## src/rtl/stream_arb_mux_pkg.sv

```systemverilog
// Shared types and constants for the stream arbiter/mux: FSM state encoding
// and the arbitration scheme selectors.
package stream_arb_mux_pkg;

   typedef enum logic {
      IDLE = 1'b0,
      BUSY = 1'b1
   } state_t;

   localparam SCHEME_RR = "RR";
   localparam SCHEME_FP = "FP";

endpackage

```

## src/rtl/stream_arb_pick.sv

```systemverilog
// Combinational winner selection: fixed priority (lowest index) or round-robin
// scan starting at ptr and wrapping past PORTS-1.
module stream_arb_pick
   import stream_arb_mux_pkg::*;
#(
   parameter int PORTS  = 4,
   parameter     SCHEME = SCHEME_RR,
   localparam int PW    = $clog2(PORTS)
) (
   input  logic [PORTS-1:0] valid,
   input  logic [PW-1:0]    ptr,
   output logic [PW-1:0]    winner,
   output logic             found
);

   always_comb begin : scan
      int idx;
      idx    = 0;
      winner = '0;
      found  = 1'b0;
      for (int i = 0; i < PORTS; i++) begin
         idx = (SCHEME == SCHEME_FP) ? i : int'(ptr) + i;
         if (idx >= PORTS) idx = idx - PORTS;
         if (!found && valid[idx[PW-1:0]]) begin
            found  = 1'b1;
            winner = idx[PW-1:0];
         end
      end
   end

endmodule

```

## src/rtl/stream_arb_mux.sv

```systemverilog
// Packet-granular N:1 stream arbiter with a registered output stage.
// Grant is held from the first beat until the eop beat is accepted.
//
//   state | meaning
//   IDLE  | no grant; arbitrate among valid ports (no beat accepted here)
//   BUSY  | port sel granted; forward beats until its eop is accepted
module stream_arb_mux
   import stream_arb_mux_pkg::*;
#(
   parameter int PORTS  = 4,
   parameter int DWIDTH = 8,
   parameter     SCHEME = SCHEME_RR,
   localparam int PW    = $clog2(PORTS)
) (
   input  logic                    reset,
   input  logic                    clk,
   input  logic [PORTS*DWIDTH-1:0] i_dat,
   input  logic [PORTS-1:0]        i_val,
   input  logic [PORTS-1:0]        i_eop,
   output logic [PORTS-1:0]        i_rdy,
   output logic [DWIDTH-1:0]       o_dat,
   output logic                    o_val,
   output logic                    o_eop,
   input  logic                    o_rdy,
   output logic [PW-1:0]           o_num,
   output logic                    o_busy
);

   state_t        state, state_nxt;
   logic [PW-1:0] sel, sel_nxt;
   logic [PW-1:0] ptr, ptr_nxt;
   logic [PW-1:0] winner;
   logic          found;
   logic          go;
   logic          accept;
   logic          last;

   stream_arb_pick #(
      .PORTS  (PORTS),
      .SCHEME (SCHEME)
   ) u_pick (
      .valid  (i_val),
      .ptr    (ptr),
      .winner (winner),
      .found  (found)
   );

   // Output register can take a beat when empty or draining this cycle.
   assign go     = ~o_val | o_rdy;
   assign accept = (state == BUSY) & i_val[sel] & go;
   assign last   = accept & i_eop[sel];
   assign o_busy = (state == BUSY);

   always_comb begin
      state_nxt = state;
      sel_nxt   = sel;
      ptr_nxt   = ptr;
      i_rdy     = '0;
      case (state)
         IDLE: begin
            if (found) begin
               state_nxt = BUSY;
               sel_nxt   = winner;
               if (SCHEME == SCHEME_RR)
                  ptr_nxt = (winner == PW'(PORTS-1)) ? '0 : winner + 1'b1;
            end
         end
         BUSY: begin
            i_rdy[sel] = go;
            if (last) state_nxt = IDLE;
         end
         default: state_nxt = IDLE;
      endcase
   end

   always_ff @(posedge clk) begin
      if (!reset) begin
         state <= IDLE;
         sel   <= '0;
         ptr   <= '0;
      end else begin
         state <= state_nxt;
         sel   <= sel_nxt;
         ptr   <= ptr_nxt;
      end
   end

   // Drains independently of the FSM, so IDLE with a buffered beat is normal.
   always_ff @(posedge clk) begin
      if (!reset) begin
         o_dat <= '0;
         o_eop <= 1'b0;
         o_num <= '0;
         o_val <= 1'b0;
      end else if (accept) begin
         o_dat <= i_dat[int'(sel)*DWIDTH +: DWIDTH];
         o_eop <= i_eop[sel];
         o_num <= sel;
         o_val <= 1'b1;
      end else if (o_rdy) begin
         o_val <= 1'b0;
      end
   end

endmodule

```

## config.mk

```make
export PLATFORM = sky130hd
export DESIGN_NAME = stream_arb_mux
export DESIGN_NICKNAME = d
export VERILOG_FILES = /design/src/rtl/stream_arb_mux_pkg.sv /design/src/rtl/stream_arb_pick.sv /design/src/rtl/stream_arb_mux.sv
export SDC_FILE = /design/constraint.sdc
export NUM_CORES = 1
export LEC_CHECK = 0
export ABC_CLOCK_PERIOD_IN_PS = 5400
export BUFFER_PORTS_ARGS = -buffer_cell sky130_fd_sc_hd__buf_2
export CAP_MARGIN = 20
export CORE_MARGIN = 8
export CORE_UTILIZATION = 44
export CTS_CLUSTER_SIZE = 20
export DETAILED_ROUTE_END_ITERATION = 12
export PLACE_DENSITY = 0.84
export RECOVER_POWER = 50
export REMOVE_ABC_BUFFERS = 1
export SLEW_MARGIN = 20
export SYNTH_ARGS = -nofsm -noshare
export SYNTH_HDL_FRONTEND = slang
export SYNTH_SLANG_ARGS = --single-unit
```

## constraint.sdc

```tcl
create_clock -name clk -period 5.4 [get_ports clk]
set_clock_uncertainty 0.15 [all_clocks]
set_input_delay 0.54 -clock clk [delete_from_list [all_inputs] [get_ports clk]]
set_output_delay 0.54 -clock clk [all_outputs]
set_load 0.02 [all_outputs]
```

# After elaboration in Yosys (flattened, before gate mapping)

Cells that the tools add are included.
W data, S select, Z words.

Add/subtract/negate cells: 8
Shift-type cells: 1
Reductions and logical operators: 9
Equality and inequality tests: 1
Muxes and demuxes: 33
Order comparisons: 10
Bitwise gates (word level): 7

Operators with widths:

| operator              | number |
|---|---|
| $shiftx A32 B6 Y8     | 1 |
| $mux W2               | 9 |
| $lt A2 B3 Y1 const B  | 5 |
| $mux W1               | 15 |
| $bmux W1 S2           | 6 |
| $ge A3 B3 Y1 const B  | 3 |
| $sub A2 B1 Y2 const B | 4 |
| $add A2 B2 Y3 const B | 2 |
| $and A4 B4 Y4         | 1 |
| $logic_and A1 B1 Y1   | 4 |
| $mux W4               | 1 |
| $add A2 B1 Y3 const B | 1 |
| $and A1 B1 Y1         | 3 |
| $ge A2 B3 Y1 const B  | 1 |
| $logic_not A1 Y1      | 3 |
| $add A2 B1 Y2 const B | 1 |
| $demux W1 S2          | 1 |
| $eq A2 B2 Y1 const B  | 1 |
| $ge A2 B1 Y1 const B  | 1 |
| $not A1 Y1            | 2 |
| $pmux W1 S2           | 1 |
| $reduce_and A2 Y1     | 1 |
| $reduce_bool A2 Y1    | 1 |
| $or A1 B1 Y1          | 1 |

Input bits: 43
Register bits: 17
Logic and storage cells: 76

# Longest topological paths before layout

Word-level depth: 16
Mapped depth: 6
Depth with buffers taken out: 5

# Hierarchy

Synthesis repeated with hierarchy kept, for this count alone.

Cells, all modules: 125
Area total of the unflattened synthesis: 1126.1 sq um

By module, submodules not included:

| module          | area an instance (sq um) | cells an instance | instances |
|---|---|---|---|
| stream_arb_mux  | 1048.5                   | 110               | 1 |
| stream_arb_pick | 77.6                     | 15                | 1 |

# Worst setup path after synthesis

Ideal clock, no wire load.

Path type: input -> output
From: input port o_rdy
To: output port i_rdy[1]
Path buffers: 0
Slack: 3.434 ns
Cell stages on the path: 3
Arrival time: 1.276 ns
Required time: 4.710 ns
Cells stage by stage: nand2b_1 -> nand2_1 -> nor3b_1

Word-level cells in the longest chain between the ends: 3

Ends and longest elaborated chain:

| item                    | RTL line             | RTL |
|---|---|---|
| start, declared         | stream_arb_mux.sv:24 | `input logic o_rdy,` |
| $or A1 B1 Y1            | stream_arb_mux.sv:49 | `assign go = ~o_val \| o_rdy;` |
| $and A4 B4 Y4 (no line) | -                    |  |
| $mux W4                 | stream_arb_mux.sv:59 | `case (state)` |
| end, declared           | stream_arb_mux.sv:20 | `output logic [PORTS-1:0] i_rdy,` |

Every way passes these cells.

# Final worst setup path

From: register sel[0]
To: register o_dat[7]

Word-level cells in the longest chain between the ends: 4
Elaborated cells between the ends (all ways): 5
Classes of those cells: 1 x shift; 2 x mux; 2 x bitwise

Ends and longest elaborated chain:

| item                                                                      | RTL line             | RTL |
|---|---|---|
| start, declared                                                           | stream_arb_mux.sv:30 | `logic [PW-1:0] sel, sel_nxt;` |
| start signal, assigned                                                    | stream_arb_mux.sv:83 | `sel <= sel_nxt;` |
| parallel branches: the longest is 4 deep, another holds $shiftx A32 B6 Y8 | -                    |  |
| end signal, assigned                                                      | stream_arb_mux.sv:96 | `o_dat <= i_dat[int'(sel)*DWIDTH +: DWIDTH];` |
| end, declared                                                             | stream_arb_mux.sv:21 | `output logic [DWIDTH-1:0] o_dat,` |

Parallel ways; which one is timed is not known. The select of a mux whose other input is x is not followed.
A chain may end at the register's enable or synchronous reset.

==> run metrics <==
nets 196; Fin Hold WS 0.351 ns; overall power 0.318 mW; CTS Hold Buffers Added 0; Initial Utilization 46.1%; drt wl/cell 15.1 µm; Rows 17; Max Buffers Root-to-Sink 2; # clock sinks 17; Die Y 63.9 µm; Area Overhead vs Synth 27.6%; clock tree from TritonCTS built; dpl cell area 0.00128 mm²; worst-margin pin slew 0.713 ns; reg2reg path depth 4; hold depth 3; Hold Path End ptr[0]; first-pass GRT wire length 4460 µm; Worst R2R Setup Slack 3.11 ns; status finished, final reports clean; Post-synth EDFFs 0; relative slew slack 52.4%; Max Clock Freq 437 MHz; final hold vios 0; vias in the first global route 1,040; Ys Warns 0; main flop type after synthesis dfxtp_1; core area 0.00219 mm²; Post-Syn Area 0.00101 mm²; startpoint types flop; Post-synth ARST share 0%; max incr delay on CP 0.80 ns; final setup fails 0; Initial DRC Count 44; finished layout cell area 0.00129 mm²; H-tree levels 1; gr usage total 13.3%; Post-CTS Setup Inserts 0; layout cells sized above 1 36.8%; Synth cell types 23; Die Wd 63.9 µm; crit end category flop; clk root buf clkbuf_4; Multi-input gate area 591 µm²; Worst Path Required 5.42 ns; Avg Vias per Cell 5.32; syn avg cell area 10.6 µm²; WS Path Type reg2reg; Peak VDD IR 0.126 mV; worst r2r dst o_dat[7]; Filler cells 187; io pins 60; Hold Crit Class in2reg; Pins Over Slew Limit 0; clock period minus final worst setup slack 2.29 ns; Seq/Total Area, Yosys 33.7%; Routed WL 2720 µm; Clock transition at path regs 0.10 ns; via count 958; Final ANT Viol Nets 0; Leak Pwr 0.629 nW; period utilization 42.3%; total CTS buffers 3; setup tns final 0 ns; Reg area 340 µm²; #FFs+latches synth 17; initial antenna violation count 0; Remaining DRCs 0; Antenna Cells 0; Max Cap Viol 0; Worst R2R Start sel[0]; total grt overflow 0; DR pass1 iterations 4; worst-path fanout max 16; Worst-Skew Late Latency 0.29 ns; post_cts resized 0; die area 0.00409 mm²; Final HPWL DP 2220 µm; largest net degree at the start of global routing 17; Core Util, Final 58.9%; Syn Inst Count 95; Critical Path Slowest Stage Cell dfxtp_1; critical path data arrival time 2.31 ns; min-delay src reset; Cell Pwr Density 246 mW/mm²; setup repair after global routing missed its margin no; final RePlAce weighted congestion 0.783; critical path cell sequence mux4_2 > nand2_2 > mux2i_1 > nor2_1; Port-buffer cells 59
==> worst max-delay path: cells and delay by family (launching register included) <==
family           cells  cell delay (ns)
and+or+nand+nor      2             0.35
muxes                2             0.87
DFF                  1             0.80
==> routing by layer <==
layer  routed length, µm  vias to the layer above  GRT usage (%)
met3                 293                        6           6.62
met2                1280                       46           23.1
met1                1070                      442           12.6
met5                   0                        -              0
met4                  68                        0           7.24
li1                    -                      464              -
==> registers in the layout (all words and copies together) (netlist names) <==
name,count
sel,2
o_eop,1
o_busy,1
ptr,2
o_val,1
o_num,2
o_dat,8
==> synth_stat cells (all sizes together) (2+ instances only) <==
cell type,count,area [µm²]
buf,4,53.8
and3,2,12.5
a21oi,9,45.0
clkbuf,2,7.51
mux4,10,244
a211oi,2,20.0
inv,5,18.8
mux2i,11,110
dfxtp,17,340
nor2,15,56.3
nand2,5,21.3
o21ai,4,20.0
nand2b,3,18.8
==> power by group <==
| part | switching, mW | total [mW] | internal, mW |
|---|---|---|---|
| Combinational | 0.0480 | 0.0979 | 0.0499 |
| Clock | 0.0401 | 0.0677 | 0.0275 |
| Sequential | 0.0153 | 0.152 | 0.137 |
| Total | 0.103 | 0.318 | 0.214 |
==> per-stage QoR <==
step / std cells / setup WS, ns
floorplan: 89 / 3.36
global placement: 176 / 3.17
detailed placement: 176 / 3.10
CTS: 180 / 3.07
global route: 180 / 2.91
finish: 180 / 3.11
==> worst max path at each step <==
stage	start	end	slack [ns]	depth (start not counted)
global route	sel[0]	o_dat[2]	2.91	4
floorplan	sel[0]	o_num[0]	3.36	4
detailed placement	sel[0]	o_dat[5]	3.10	4
global placement	sel[0]	o_dat[6]	3.17	4
finish	sel[0]	o_dat[7]	3.11	4
CTS	sel[0]	o_dat[7]	3.07	4
==> area by class of cell <==
cell class                      count  share of cell area, %
Timing Repair Buffer               59                   21.5
Clock inverter                      1                  0.388
Multi-Input combinational cell     67                   45.8
Clock buffer                        3                   1.75
Sequential cell                    17                   26.4
Inverter                            5                   1.45
Tap cell                           28                   2.72
==> cells in the final DEF (no fill, tap or decap), types with 2 or more instances in the layout <==
cell type and n:
a21oi_1 9, and3_1 2, buf_2 45, clkbuf_1 14
clkbuf_4 3, dfxtp_1 17, inv_1 5, mux2i_1 11
mux4_1 5, mux4_2 5, nand2_1 4, nand2b_1 3
nor2_1 15, o21ai_0 4
==> cells by family (layout without fill, tap and decap cells) <==
logic type      Yosys count  count (layout)  synth area share, %
compound gates           16              16                 9.28
xor+xnor                  1               1                0.866
buf+inv                  11              68                 7.92
flops                    17              17                 33.7
mux                      21              21                 35.0
simple gates             29              29                 13.2
Power figures use the tool's default switching activity.
